## config.mk

```make
export PLATFORM = sky130hd
export DESIGN_NAME = instruction_fetch_flat
export DESIGN_NICKNAME = d
export VERILOG_FILES = /design/src/rtl/fetch_pkg.sv /design/src/rtl/instruction_fetch_if.sv /design/src/rtl/fetch_timeout_counter.sv /design/src/rtl/instruction_fetch.sv /design/src/flat_wrapper.sv
export SDC_FILE = /design/constraint.sdc
export NUM_CORES = 1
export LEC_CHECK = 0
export BUFFER_PORTS_ARGS = -buffer_cell sky130_fd_sc_hd__buf_2
export CAP_MARGIN = 20
export CORE_UTILIZATION = 43
export DETAILED_ROUTE_END_ITERATION = 8
export PLACE_DENSITY = 0.75
export REMOVE_ABC_BUFFERS = 1
export SYNTH_ARGS = -nofsm -noshare
export SYNTH_HDL_FRONTEND = slang
export SYNTH_HIERARCHICAL = 1
export SYNTH_SLANG_ARGS = --single-unit
```

## constraint.sdc

```tcl
create_clock -name CLK -period 1.6 [get_ports CLK]
set_clock_uncertainty 0.15 [all_clocks]
set_input_delay 0.32 -clock CLK [delete_from_list [all_inputs] [get_ports CLK]]
set_output_delay 0.32 -clock CLK [all_outputs]
set_load 0.01 [all_outputs]
```

## src/rtl/fetch_pkg.sv

```systemverilog
// Shared state encoding and parameter defaults for the instruction fetch sequencer.
package fetch_pkg;

   typedef enum logic [1:0] {
      IDLE   = 2'd0,
      REQ    = 2'd1,
      DRAIN  = 2'd2,
      UPDATE = 2'd3
   } fetch_state_t;

   localparam int unsigned PC_INC_DEFAULT         = 32'd2;
   localparam int unsigned TIMEOUT_CYCLES_DEFAULT = 32'd15;

endpackage

```

## src/rtl/instruction_fetch_if.sv

```systemverilog
// Instruction memory read channel: req/ack handshake with address and returned word.
interface instruction_fetch_if #(
   parameter int unsigned ADDR_W = 32'd16,
   parameter int unsigned DATA_W = 32'd16
);
   logic              mem_req;
   logic [ADDR_W-1:0] mem_addr;
   logic              mem_ack;
   logic [DATA_W-1:0] mem_rdata;

   modport master (
      output mem_req,
      output mem_addr,
      input  mem_ack,
      input  mem_rdata
   );

   modport slave (
      input  mem_req,
      input  mem_addr,
      output mem_ack,
      output mem_rdata
   );
endinterface

```

## src/rtl/fetch_timeout_counter.sv

```systemverilog
// Wait-cycle counter for the fetch handshake; only instantiated when IFETCH_TIMEOUT_EN is defined.
module fetch_timeout_counter
   import fetch_pkg::*;
#(
   parameter int unsigned LIMIT = TIMEOUT_CYCLES_DEFAULT
) (
   input  logic CLK,
   input  logic RST_N,
   input  logic clear,
   input  logic enable,
   output logic expired
);
   localparam int unsigned      CNT_W = (LIMIT > 32'd1) ? $clog2(LIMIT) : 32'd1;
   localparam logic [CNT_W-1:0] LAST  = CNT_W'(LIMIT - 32'd1);
   localparam logic [CNT_W-1:0] ZERO  = CNT_W'(0);
   localparam logic [CNT_W-1:0] ONE   = CNT_W'(1);

   logic [CNT_W-1:0] cnt_r;

   // Count enabled cycles, saturating on the last one so expiry stays asserted.
   always_ff @(posedge CLK or negedge RST_N) begin
      if (!RST_N) begin
         cnt_r <= ZERO;
      end else if (clear) begin
         cnt_r <= ZERO;
      end else if (enable && (cnt_r != LAST)) begin
         cnt_r <= cnt_r + ONE;
      end else begin
         cnt_r <= cnt_r;
      end
   end

   assign expired = enable && (cnt_r == LAST);

endmodule

```

## src/rtl/instruction_fetch.sv

```systemverilog
// Multi-cycle fetch sequencer between the PC register and instruction memory.
// Define IFETCH_TIMEOUT_EN to abandon unanswered requests and raise a sticky fetch_fault.
module instruction_fetch
   import fetch_pkg::*;
#(
   parameter int unsigned ADDR_W         = 32'd16,
   parameter int unsigned DATA_W         = 32'd16,
   parameter int unsigned PC_INC         = PC_INC_DEFAULT,
   parameter int unsigned TIMEOUT_CYCLES = TIMEOUT_CYCLES_DEFAULT
) (
   input  logic                CLK,
   input  logic                RST_N,
   input  logic                fetch_start,
   input  logic                flush,
   input  logic [ADDR_W-1:0]   pc_in,
   instruction_fetch_if.master mem,
   output logic [DATA_W-1:0]   ir_out,
   output logic                fetch_done,
   output logic                pc_write,
   output logic [ADDR_W-1:0]   pc_next,
   output logic                busy,
   output logic                fetch_fault
);
   localparam logic [ADDR_W-1:0] PC_STEP   = ADDR_W'(PC_INC);
   localparam logic [ADDR_W-1:0] ADDR_ZERO = ADDR_W'(0);
   localparam logic [DATA_W-1:0] DATA_ZERO = DATA_W'(0);

   fetch_state_t      state_r;
   fetch_state_t      state_next_s;
   logic [ADDR_W-1:0] addr_r;
   logic [ADDR_W-1:0] pc_next_r;
   logic [DATA_W-1:0] ir_r;
   logic              start_s;
   logic              waiting_s;
   logic              timeout_s;

   assign start_s   = (state_r == IDLE) && fetch_start && !flush;
   assign waiting_s = (state_r == REQ) || (state_r == DRAIN);

`ifdef IFETCH_TIMEOUT_EN
   logic expired_s;
   logic fault_r;

   fetch_timeout_counter #(
      .LIMIT (TIMEOUT_CYCLES)
   ) u_timeout (
      .CLK     (CLK),
      .RST_N   (RST_N),
      .clear   (state_r == IDLE),
      .enable  (waiting_s),
      .expired (expired_s)
   );

   // A late ack in the expiry cycle still wins over the timeout.
   assign timeout_s = expired_s && !mem.mem_ack;

   // Sticky fault flag, cleared only by reset.
   always_ff @(posedge CLK or negedge RST_N) begin
      if (!RST_N) begin
         fault_r <= 1'b0;
      end else if (timeout_s) begin
         fault_r <= 1'b1;
      end else begin
         fault_r <= fault_r;
      end
   end

   assign fetch_fault = fault_r;
`else
   logic unused_cfg_s;
   assign unused_cfg_s = (TIMEOUT_CYCLES != 32'd0);
   assign timeout_s    = 1'b0;
   assign fetch_fault  = 1'b0;
`endif

   // State register.
   always_ff @(posedge CLK or negedge RST_N) begin
      if (!RST_N) begin
         state_r <= IDLE;
      end else begin
         state_r <= state_next_s;
      end
   end

   // Next-state logic; a pending request is only left on ack or timeout.
   always_comb begin
      state_next_s = state_r;
      case (state_r)
         IDLE: begin
            if (start_s) state_next_s = REQ;
            else         state_next_s = IDLE;
         end
         REQ: begin
            if (mem.mem_ack)    state_next_s = flush ? IDLE : UPDATE;
            else if (timeout_s) state_next_s = IDLE;
            else if (flush)     state_next_s = DRAIN;
            else                state_next_s = REQ;
         end
         DRAIN: begin
            if (mem.mem_ack || timeout_s) state_next_s = IDLE;
            else                          state_next_s = DRAIN;
         end
         UPDATE:  state_next_s = IDLE;
         default: state_next_s = IDLE;
      endcase
   end

   // Control outputs decoded from the registered state only.
   always_comb begin
      mem.mem_req = 1'b0;
      busy        = 1'b1;
      fetch_done  = 1'b0;
      pc_write    = 1'b0;
      case (state_r)
         IDLE:  busy = 1'b0;
         REQ:   mem.mem_req = 1'b1;
         DRAIN: mem.mem_req = 1'b1;
         UPDATE: begin
            fetch_done = 1'b1;
            pc_write   = 1'b1;
         end
         default: busy = 1'b0;
      endcase
   end

   // Capture the fetch address and its successor when a fetch is accepted.
   always_ff @(posedge CLK or negedge RST_N) begin
      if (!RST_N) begin
         addr_r    <= ADDR_ZERO;
         pc_next_r <= ADDR_ZERO;
      end else if (start_s) begin
         addr_r    <= pc_in;
         pc_next_r <= pc_in + PC_STEP;
      end else begin
         addr_r    <= addr_r;
         pc_next_r <= pc_next_r;
      end
   end

   // Instruction register loads only on an unflushed ack.
   always_ff @(posedge CLK or negedge RST_N) begin
      if (!RST_N) begin
         ir_r <= DATA_ZERO;
      end else if ((state_r == REQ) && mem.mem_ack && !flush) begin
         ir_r <= mem.mem_rdata;
      end else begin
         ir_r <= ir_r;
      end
   end

   assign mem.mem_addr = addr_r;
   assign ir_out       = ir_r;
   assign pc_next      = pc_next_r;

endmodule

```

## src/flat_wrapper.sv

```systemverilog
// flat-port wrapper written by rule: the top's interface ports become plain ports
module instruction_fetch_flat import fetch_pkg::*;
#(
   parameter int unsigned ADDR_W         = 32'd16,
   parameter int unsigned DATA_W         = 32'd16,
   parameter int unsigned PC_INC         = PC_INC_DEFAULT,
   parameter int unsigned TIMEOUT_CYCLES = TIMEOUT_CYCLES_DEFAULT
)
  (CLK, RST_N, fetch_start, flush, pc_in, ir_out, fetch_done, pc_write, pc_next, busy, fetch_fault, mem_mem_req, mem_mem_addr, mem_mem_ack, mem_mem_rdata);
  instruction_fetch_if #(.ADDR_W(ADDR_W), .DATA_W(DATA_W)) mem_i ();
  input  logic CLK;
  input  logic RST_N;
  input  logic fetch_start;
  input  logic flush;
  input  logic [ADDR_W-1:0] pc_in;
  output logic [DATA_W-1:0] ir_out;
  output logic fetch_done;
  output logic pc_write;
  output logic [ADDR_W-1:0] pc_next;
  output logic busy;
  output logic fetch_fault;
  output wire logic [$bits(mem_i.mem_req)-1:0] mem_mem_req;
  output wire logic [$bits(mem_i.mem_addr)-1:0] mem_mem_addr;
  input wire logic [$bits(mem_i.mem_ack)-1:0] mem_mem_ack;
  input wire logic [$bits(mem_i.mem_rdata)-1:0] mem_mem_rdata;
  assign mem_mem_req = mem_i.mem_req;
  assign mem_mem_addr = mem_i.mem_addr;
  assign mem_i.mem_ack = mem_mem_ack;
  assign mem_i.mem_rdata = mem_mem_rdata;
  instruction_fetch #(.ADDR_W(ADDR_W), .DATA_W(DATA_W), .PC_INC(PC_INC), .TIMEOUT_CYCLES(TIMEOUT_CYCLES)) u_core (.CLK(CLK), .RST_N(RST_N), .fetch_start(fetch_start), .flush(flush), .pc_in(pc_in), .mem(mem_i), .ir_out(ir_out), .fetch_done(fetch_done), .pc_write(pc_write), .pc_next(pc_next), .busy(busy), .fetch_fault(fetch_fault));
endmodule
```

== After elaboration in Yosys (flattened, before gate mapping) ==
Cells that the tools add are included.

* Output and inout port bits: 53
* Input bits: 37
* Bits in registers: 50
* Logic and storage cells: 24

* Multiplexer cells: 9
* Add/sub/neg operators: 1
* Equality and inequality tests: 3
* Reductions and logical operators: 7

{| class="wikitable"
|+ Operator list
! cell !! count
|-
| 16-bit by 2-bit adder with 16-bit output, second input constant || 1
|-
| 2-bit two-way mux || 4
|-
| 2-bit one-hot mux with 4 select lines || 1
|-
| 2-bit == test, second input constant || 2
|-
| 1-bit logical AND || 4
|-
| 1-bit two-way mux || 4
|-
| 2-bit by 1-bit == test with 1-bit output, second input constant || 1
|-
| 2-bit logical NOT || 1
|-
| 2-bit OR reduction || 1
|-
| 1-bit logical NOT || 1
|}

== Logic depth before layout (Yosys ltp) ==
Gate-level depths: netlist (run 1).

* Word-level depth: 5
* Depth in mapped cells: 7
* Gate-level depth less buffers: 5

== Worst setup path after synthesis (run 1) ==
Ideal clock, no wire load.

* Path type: reg-to-reg
* From: reg u_core.state_r[1]
* To: reg u_core.ir_r[10] (netlist: u_core/ir_out[10])
* Library setup time: 0.125 ns
* Buffers on the path: 1
* Data required time: 1.325 ns
* Arrival time: 1.397 ns
* Period minus slack after synthesis: 1.672 ns
* Cell stages (with the launch flop): 6
* Slack: -0.072 ns
* Cell sequence: dfrtp_1 -> inv_1 -> ha_1 -> nand3_1 -> buf_2 -> mux2_2

* Cells in the longest elaborated chain, start to end: 3

{| class="wikitable"
|+ Ends and longest elaborated chain
! what !! line !! RTL
|-
| start, declared || instruction_fetch.sv:28 || <nowiki>fetch_state_t state_r;</nowiki>
|-
| start signal, assigned || instruction_fetch.sv:81 || <nowiki>state_r <= state_next_s;</nowiki>
|-
| 2-bit by 1-bit == test with 1-bit output || - ||
|-
| 1-bit logical AND (2 in a row) || instruction_fetch.sv:144 || <nowiki>end else if ((state_r == REQ) && mem.mem_ack && !flush) begin</nowiki>
|-
| end signal, assigned || instruction_fetch.sv:145 || <nowiki>ir_r <= mem.mem_rdata;</nowiki>
|-
| end signal, assigned || instruction_fetch.sv:147 || <nowiki>ir_r <= ir_r;</nowiki>
|-
| end, declared || instruction_fetch.sv:32 || <nowiki>logic [DATA_W-1:0] ir_r;</nowiki>
|}

Every way passes these cells.
A chain may end at the register's enable or synchronous reset.

== Worst setup path in the final report (run 1) ==
* From: reg u_core.state_r[1]
* To: out mem_mem_req

* Cells in the longest elaborated chain, start to end: 3
* Elaborated cells on any way between the ends: 4
* Those cells by class: eq/ne: 2; mux: 1; reduce/logical: 1

{| class="wikitable"
|+ Ends and longest elaborated chain
! what !! line !! RTL
|-
| 2-bit by 1-bit == test with 1-bit output or 2-bit == test (tied branches) || - ||
|-
| 2-bit OR reduction (no source line) * || - ||
|-
| 1-bit two-way mux * || instruction_fetch.sv:114 || <nowiki>case (state_r)</nowiki>
|-
| end, declared || flat_wrapper.sv:22 || <nowiki>output wire logic [$bits(mem_i.mem_req)-1:0] mem_mem_req;</nowiki>
|}

Every way passes the cells marked *; elsewhere a longest branch is shown, timed or not.

==> results of run 1 <==
[power by group through the flow]
stage | combinational [mW] | clock [mW] | sequential, mW
after global placement | 0.980 | 0 | 1.69
after CTS | 1.01 | 0.708 | 1.69
after global routing | 1.13 | 0.761 | 1.72
final | 1.02 | 0.665 | 1.68
after floorplan | 0.342 | 0 | 1.86
after detailed placement | 0.996 | 0 | 1.71
[through the flow]
stage / std cells / util, % / setup slack, ns / instance area [µm²]
floorplan: 169 / - / -0.777 / 2160
global placement: 335 / 58.3 / 0.0239 / 2810
detailed placement: 335 / 58.3 / -0.0174 / 2810
CTS: 345 / 60.9 / -0.0260 / 2930
global route: 349 / 62.9 / -0.0337 / 3030
finish: 349 / 62.9 / 0.00394 / 3030
[critical path: stages (launching register included)]
cell and delay [ns]:
dfrtp_1 0.41, inv_2 0.11, ha_4 0.21, buf_6 0.12
[kinds of logic after synthesis]
family | count (synthesis) | share of synthesized area, %
DFF | 49 | 55.6
and+or+nand+nor | 41 | 10.5
muxes | 32 | 16.3
AOI/OAI and AO/OA | 18 | 4.37
buffers and inverters | 16 | 3.40
xor gates and xnor gates | 13 | 5.16
adders and majority gates | 8 | 4.54
other | 1 | 0.170
[worst max path at each step]
stage	end	slack, ns	cells after the start
after CTS	pc_write	-0.03	3
after global placement	u_core/pc_next[15]	0.02	6
after detailed placement	u_core/pc_next[15]	-0.02	6
after floorplan	u_core/mem.mem_addr[0]	-0.78	4
final	mem_mem_req	0.004	3
after global routing	mem_mem_req	-0.03	3
[cells in the mapped netlist]
| library cell | instances | area [µm²] |
|---|---|---|
| o21ai_0 | 8 | 40.0 |
| clkbuf_1 | 3 | 11.3 |
| nand4_1 | 2 | 12.5 |
| a22oi_1 | 1 | 7.51 |
| o21ai_2 | 1 | 8.76 |
| nand2_2 | 1 | 6.26 |
| ha_1 | 8 | 100 |
| mux2i_1 | 1 | 10.0 |
| nor4_4 | 1 | 21.3 |
| nand4_4 | 1 | 21.3 |
| nor4_2 | 2 | 25.0 |
| conb_1 | 1 | 3.75 |
| nand2_1 | 19 | 71.3 |
| buf_2 | 3 | 15.0 |
| inv_1 | 7 | 26.3 |
| nand3_1 | 6 | 30.0 |
| nor2_1 | 4 | 15.0 |
| xnor2_1 | 11 | 96.3 |
| mux2_2 | 31 | 349 |
| nor3_1 | 4 | 20.0 |
| dfrtp_1 | 49 | 1230 |
| buf_4 | 3 | 22.5 |
| nand3_2 | 1 | 10.0 |
| xor2_1 | 2 | 17.5 |
| o21ai_1 | 8 | 40.0 |
[final cells by class]
cell class                      count  area share, %
Clock inverter                      2          0.331
Clock buffer                        6           2.40
Tap cell                           67           2.77
Inverter                            7          0.868
Timing Repair Buffer              105           21.7
Sequential cell                    49           40.5
Multi-Input combinational cell    113           31.4
[registers in the layout, indices dropped and copies added, names as in the netlist]
register and cells:
u_core/state_r 2, u_core/ir_out 16, u_core/pc_next 15, u_core/mem.mem_addr 16
[repair_timing]
| action | in CTS | in global routing |
|---|---|---|
| hold buffers | 1 | 0 |
| cloned | 0 | 1 |
| setup buffers | 1 | 3 |
| endpoints found under the setup margin | 19 | 20 |
| hold endpoints to repair | 49 | 0 |
| resized for setup | 6 | 9 |
| pin swaps | 0 | 0 |
[routing by layer]
metal / global-route usage, % / vias to the layer above
li1: - / 811
met1: 18.6 / 782
met2: 30.8 / 63
met3: 3.98 / 4
met4: 3.21 / 0
met5: 0 / -
==> results.sh, run 1 <==
export IMPL_drt_pass1_iter_count=3
export IMPL_num_antenna_cells=0
export IMPL_worst_setup_path_type="reg -> out"
export IMPL_fmax_mhz=627
export IMPL_fillers=419
export IMPL_hold_ws_ns=0.110
export IMPL_clkPwrFrac_pct=19.7
export IMPL_hold_path_end="u_core/ir_out[11]"
export IMPL_crit_required_ns=1.13
export IMPL_crit_start="u_core/state_r[1]"
export IMPL_r2r_start="u_core/state_r[0]"
export IMPL_globalplace_congestion=0.749
export IMPL_grt_pass1_vias=1502
export IMPL_critPathLaunchType="flip-flop"
export IMPL_wl_met1_um=1860
export IMPL_detail_route_wl_per_cell_um=12.7
export IMPL_path_clk_slew_ns=0.08
export IMPL_yosys_cell_types_count=25
export IMPL_rsz0062_at_grt="yes"
export IMPL_syn_area_um2=2210
export IMPL_crit_arrival_ns=1.13
export IMPL_finalSetupViolCount=0
export IMPL_ys_seq_elements=49
export IMPL_critical_path_max_fanout=3
export IMPL_r2r_slack_ns=0.01
export IMPL_synth_seq_area_share_pct=55.6
export IMPL_clock_sinks=49
export IMPL_grt_pass1_wl_um=6650
export IMPL_io_pins=90
export IMPL_syn_area_per_cell_um2=12.4
export IMPL_crit_path_end_kind="primary output"
export IMPL_start_util_pct=45.8
export IMPL_io_buffers=88
export IMPL_hp_start="mem_mem_rdata[11]"
export IMPL_power_frac_seq_pct=49.9
export IMPL_slew_viol_final=0
export IMPL_finalCriticalPeriod_ns=1.60
export IMPL_fin_crit_sh_pct=99.8
export IMPL_routed_wl_um=4420
export IMPL_p_leak_nw=1.48
export IMPL_dr_wl_met2_um=2250
export IMPL_vias=1660
export IMPL_ir_drop_mv=0.666
export IMPL_cts_buffers=5
export IMPL_r2r_cells=5
export IMPL_p_switching_mw=1.00
export IMPL_h_tree_depth=2
export IMPL_routed_via_density=4.76
export IMPL_layout_drive_gt1_share_pct=55.7
export IMPL_grt_use_total_pct=16.3
export IMPL_switching_share_pct=29.8
export IMPL_holdCritPathClass="in -> reg"
export IMPL_layout_cells_most_common="buf_2"
export IMPL_most_common_layout_cells="buf_2, dfrtp_1, mux2_2, nand2_1, xnor2_1"
export IMPL_coreArea_um2=4820
export IMPL_die_h_um=73.6
export IMPL_first_iter_violations=37
export IMPL_area_growth_pct=37.2
export IMPL_whs_path_depth=2
export IMPL_p_per_area_nw_per_um2=1110
export IMPL_fp_row_count=25
export IMPL_die_area_um2=5420
export IMPL_maxCapViolations=0
export IMPL_grt_overflow_total=0
export IMPL_clk_latency_ns=0.28
export IMPL_grt_max_degree=50
export IMPL_p_comb_share_pct=30.4
export IMPL_antenna_left=0
export IMPL_antenna_found_initial=0
export IMPL_regArea_um2=1230
export IMPL_die_x_um=73.6
export IMPL_ys_warn_count=6
export IMPL_syn_instance_count=178
export IMPL_status="complete, no violations"
export IMPL_internal_power_mw=2.37
export IMPL_nets=326
export IMPL_reg2reg_to="u_core/ir_out[14]"
export IMPL_multiInputGateArea_um2=951
export IMPL_cts_tree="yes"
export IMPL_hold_violations=0
export IMPL_p_total_mw=3.37
export IMPL_hpwl_um=3310
export IMPL_wl_met3_um=277
export IMPL_cts_max_path_buffers=2
export IMPL_top_layer_used="met4"
export IMPL_tns_ns=0
export IMPL_drc=0
export IMPL_cts_root_buf="clkbuf_8"
Note: power is estimated with default switching activity, not from simulation.
==> inputs of run 2 (changes only) <==
Settings changed: CELL_PAD_IN_SITES_DETAIL_PLACEMENT from default to 0, CELL_PAD_IN_SITES_GLOBAL_PLACEMENT from default to 1, CORE_UTILIZATION 43 to 30, PLACE_DENSITY 0.75 to default, PLACE_DENSITY_LB_ADDON from default to 0.1.
==> run 2 against run 1 <==
Combinational power about the same; core utilization decreased by 19 points; via count decreased by 2.0%; worst hold slack got worse by 0.0051 ns; sequential share of layout area about the same; critical path type unchanged; critical endpoint is now fetch_done; largest cell class unchanged; highest routed layer unchanged.
==> results.sh, run 2 (synthesis gave the netlist of run 1 again) <==
export IMPL_finalSetupViolCount=0
export IMPL_grt_max_degree=50
export IMPL_antenna_left=0
export IMPL_routed_wl_um=4650
export IMPL_holdCritPathClass="in -> reg"
export IMPL_tns_ns=0
export IMPL_area_growth_pct=37.1
export IMPL_ir_drop_mv=0.464
export IMPL_vias=1626
export IMPL_layout_cells_non_filler=377
export IMPL_path_depth=3
export IMPL_most_common_layout_cells="buf_2, dfrtp_1, mux2_2, nand2_1, buf_4"
export IMPL_final_area_um2=3030
export IMPL_grt_pass1_wl_um=7510
export IMPL_clock_sinks=49
export IMPL_crit_buf_inv=2
export IMPL_cts_root_buf="clkbuf_8"
export IMPL_switching_share_pct=29.6
export IMPL_hold_violations=0
export IMPL_status="complete, no violations"
export IMPL_drc=0
export IMPL_crit_required_ns=1.13
export IMPL_coreArea_um2=6940
export IMPL_worst_path_largest_cell_delay_ns=0.40
export IMPL_timing_final_ws_setup_ns=0.00930
export IMPL_slew_viol_final=0
export IMPL_grt_pass1_vias=1653
export IMPL_fillers=708
export IMPL_p_comb_share_pct=29.7
export IMPL_globalplace_congestion=0.711
export IMPL_maxCapViolations=0
export IMPL_cts_buffers=5
export IMPL_crit_start="u_core/state_r[1]"
export IMPL_grt_overflow_total=0
export IMPL_dp_cells=367
export IMPL_h_tree_depth=2
export IMPL_internal_power_mw=2.40
export IMPL_layout_cells_most_common="buf_2"
export IMPL_r2r_slack_ns=0.09
export IMPL_rsz0062_at_grt="yes"
export IMPL_r2r_cells=4
export IMPL_power_frac_seq_pct=49.0
export IMPL_finalCriticalPeriod_ns=1.59
export IMPL_die_area_um2=7700
export IMPL_clk_latency_ns=0.29
export IMPL_p_total_mw=3.41
export IMPL_regArea_um2=1230
export IMPL_crit_end="fetch_done"
export IMPL_cts_tree="yes"
export IMPL_crit_path_frequent_cell="buf_6"
export IMPL_nets=326
export IMPL_routed_via_density=4.31
export IMPL_path_clk_slew_ns=0.08
export IMPL_reg2reg_to="u_core/ir_out[2]"
export IMPL_critical_path_max_fanout=2
export IMPL_hold_ws_ns=0.105
export IMPL_crit_arrival_ns=1.12
export IMPL_worst_setup_path_type="reg -> out"
export IMPL_p_leak_nw=1.47
export IMPL_placed_cell_area_um2=2870
export IMPL_drt_pass1_iter_count=3
export IMPL_p_per_area_nw_per_um2=1130
export IMPL_place_ws_ns=0.0286
export IMPL_io_pins=90
export IMPL_num_antenna_cells=0
export IMPL_grt_use_total_pct=12.6
export IMPL_fp_row_count=30
export IMPL_crit_family="flip-flops"
export IMPL_clkPwrFrac_pct=21.3
export IMPL_r2r_start="u_core/state_r[0]"
export IMPL_hpwl_um=3440
export IMPL_critPathLaunchType="flip-flop"
export IMPL_multiInputGateArea_um2=931
export IMPL_crit_path_end_kind="primary output"
export IMPL_detail_route_wl_per_cell_um=12.3
export IMPL_die_h_um=87.8
export IMPL_fin_crit_sh_pct=99.4
export IMPL_slowest_stage="dfrtp_1"
export IMPL_p_switching_mw=1.01
export IMPL_layout_drive_gt1_share_pct=55.2
export IMPL_die_x_um=87.8
export IMPL_first_iter_violations=33
export IMPL_cts_max_path_buffers=2
export IMPL_fin_util_pct=43.6
export IMPL_antenna_found_initial=0
export IMPL_io_buffers=88
export IMPL_fmax_mhz=629
export IMPL_crit_chain="buf_6, ha_2, buf_6"
export IMPL_start_util_pct=31.8
-- run 2: layout make-up --
cell class / count / share of cell area, %
timing repair buffer: 105 / 21.0
tap: 96 / 3.97
sequential: 49 / 40.5
multi-input combinational: 113 / 30.8
inverter: 7 / 0.868
clock buffer: 7 / 2.85
-- run 2: power groups by stage --
stage	clock, mW	combinational, mW	sequential [mW]
2_1_floorplan	0	0.342	1.86
3_3_place_gp	0	1.00	1.70
3_5_place_dp	0	1.01	1.70
4_1_cts	0.776	1.02	1.68
5_1_grt	0.823	1.12	1.72
6_report	0.728	1.01	1.67
-- run 2: how the worst min path moves through the flow --
stage,end,from,cells past startpoint
2_1_floorplan,u_core/ir_out[0],RST_N,0
3_3_place_gp,u_core/ir_out[14],RST_N,2
3_5_place_dp,u_core/ir_out[11],RST_N,2
4_1_cts,u_core/ir_out[10],mem_mem_rdata[10],2
5_1_grt,u_core/ir_out[10],mem_mem_rdata[10],2
6_report,u_core/mem.mem_addr[0],pc_in[0],2
-- run 2: timing repair --
action | in CTS | in global routing
pin swaps | 1 | 0
hold endpoints to repair | 49 | 0
hold buffers | 1 | 0
cloned | 0 | 0
setup endpoints to repair | 2 | 16
buffers inserted | 2 | 0
resized for setup | 0 | 12
-- run 2: layer usage --
metal,global-route usage [%],share of wire [%],vias to the layer above
met5,0,0,-
met4,4.47,1.0,0
met3,2.92,6.2,5
met2,21.0,48,58
met1,16.0,45,756
li1,-,-,807
==> inputs of run 3 (changes only) <==
Settings changed: CORE_UTILIZATION 30 to 33.
==> run 3 against run 2 <==
Routed wire length rose by 0.77%; die area fell by 8.9%; flip-flop and latch count did not move; critical path type unchanged; sequential power about the same; largest power group unchanged; global-route usage up 1.3 points; via count is 1.7% lower.
==> results.sh, run 3 (synthesis gave the netlist of run 1 again) <==
export IMPL_grt_pass1_vias=1538
export IMPL_crit_start="u_core/state_r[0]"
export IMPL_vias=1599
export IMPL_worst_setup_path_type="reg -> out"
export IMPL_clk_latency_ns=0.30
export IMPL_critPathLaunchType="flip-flop"
export IMPL_routed_wl_um=4680
export IMPL_grt_overflow_total=0
export IMPL_crit_required_ns=1.13
export IMPL_clock_sinks=49
export IMPL_most_common_layout_cells="buf_2, dfrtp_1, mux2_2, nand2_1, xnor2_1"
export IMPL_area_growth_pct=38.2
export IMPL_clkPwrFrac_pct=25.7
export IMPL_fin_util_pct=47.7
export IMPL_internal_power_mw=2.57
export IMPL_crit_buf_inv=2
export IMPL_first_iter_violations=44
export IMPL_io_pins=90
export IMPL_cts_buffers=5
export IMPL_globalplace_congestion=0.686
export IMPL_crit_arrival_ns=1.12
export IMPL_fillers=623
export IMPL_fmax_mhz=629
export IMPL_slowest_stage="dfrtp_1"
export IMPL_hold_violations=0
export IMPL_rsz0062_at_grt="yes"
export IMPL_cts_tree="yes"
export IMPL_p_comb_share_pct=28.0
export IMPL_crit_chain="inv_2, ha_4, buf_6"
export IMPL_critical_path_max_fanout=3
export IMPL_drc=0
export IMPL_antenna_found_initial=0
export IMPL_dp_cells=346
export IMPL_cts_max_path_buffers=2
export IMPL_grt_use_total_pct=13.9
export IMPL_maxCapViolations=0
export IMPL_die_x_um=83.8
export IMPL_grt_pass1_wl_um=7710
export IMPL_routed_via_density=4.48
export IMPL_antenna_left=0
export IMPL_holdCritPathClass="in -> reg"
export IMPL_tns_ns=0
export IMPL_detail_route_wl_per_cell_um=13.1
export IMPL_multiInputGateArea_um2=941
export IMPL_finalCriticalPeriod_ns=1.59
export IMPL_worst_path_largest_cell_delay_ns=0.41
export IMPL_crit_path_end_kind="primary output"
export IMPL_cts_root_buf="clkbuf_8"
export IMPL_fp_row_count=29
export IMPL_p_leak_nw=1.48
export IMPL_die_h_um=83.8
export IMPL_p_switching_mw=1.05
export IMPL_r2r_start="u_core/state_r[1]"
export IMPL_layout_drive_gt1_share_pct=55.7
export IMPL_finalSetupViolCount=0
export IMPL_p_per_area_nw_per_um2=1190
export IMPL_slew_viol_final=0
export IMPL_p_total_mw=3.62
export IMPL_io_buffers=88
export IMPL_coreArea_um2=6390
export IMPL_start_util_pct=34.6
export IMPL_layout_cells_non_filler=357
export IMPL_grt_max_degree=50
export IMPL_nets=324
export IMPL_regArea_um2=1230
export IMPL_crit_family="flip-flops"
export IMPL_ir_drop_mv=0.588
export IMPL_h_tree_depth=2
export IMPL_power_frac_seq_pct=46.3
export IMPL_hp_start="pc_in[0]"
export IMPL_status="complete, no violations"
export IMPL_layout_cells_most_common="buf_2"
export IMPL_path_clk_slew_ns=0.09
export IMPL_num_antenna_cells=0
export IMPL_die_area_um2=7020
export IMPL_fin_crit_sh_pct=99.4
export IMPL_hpwl_um=3340
export IMPL_switching_share_pct=29.1
export IMPL_drt_pass1_iter_count=4
[run 3: final timing paths]
| kind | to | slack, ns | cells after the start |
|---|---|---|---|
| min reg2reg | u_core/pc_next[1] | 0.34 | 2 |
| min in group asynchronous | u_core/ir_out[13] | 0.38 | 3 |
| max reg2reg | u_core/ir_out[14] | 0.06 | 5 |
| max in group asynchronous | u_core/state_r[1] | 0.68 | 3 |
| min | u_core/mem.mem_addr[0] | 0.09 | 2 |
| max | mem_mem_req | 0.009 | 3 |
[run 3: what timing repair did]
item	in CTS	in global routing
gates resized for setup	0	13
endpoints found under the setup margin	4	36
pin swaps	1	0
gates cloned	0	1
hold endpoints to repair	49	0
setup buffers	0	1
hold buffers	1	0
[run 3: power by group through the flow]
stage	logic [mW]	clock network [mW]	registers [mW]
floorplan	0.342	0	1.86
global placement	1.00	0	1.69
detailed placement	1.01	0	1.70
CTS	1.01	0.971	1.68
global route	1.11	1.02	1.72
finish	1.01	0.929	1.68
[run 3: cell type report]
| type | instances | share of cell area [%] |
|---|---|---|
| clock buffers | 6 | 2.71 |
| clock inverters | 2 | 1.23 |
| inverters | 7 | 0.862 |
| multi-input cells | 113 | 30.9 |
| flip-flops and latches | 49 | 40.2 |
| well taps | 77 | 3.16 |
| repair buffers | 103 | 21.0 |
[run 3: worst register-to-register path: cells and delay by family (launching register included)]
kind / cells / cell delay (ns)
and+or+nand+nor: 1 / 0.11
DFF: 1 / 0.40
adders and majority gates: 1 / 0.23
buffers and inverters: 2 / 0.28
muxes: 1 / 0.27
[run 3: metal layers]
metal / global-route usage (%) / vias to the layer above / share of wire [%]
met2: 21.2 / 58 / 44
met1: 19.1 / 733 / 49
met4: 4.62 / 0 / 1.2
li1: - / 802 / -
met3: 3.86 / 6 / 6.0
met5: 0 / - / 0
[run 3: per-stage QoR]
stage / hold WS, ns / setup WS, ns / instance area [µm²]
after floorplan: -0.126 / -0.777 / 2160
after global placement: 0.183 / 0.0225 / 2830
after detailed placement: 0.176 / 0.00468 / 2830
after CTS: 0.0784 / -0.0384 / 2960
after global routing: 0.0778 / -0.0480 / 3050
final: 0.0907 / 0.00916 / 3050
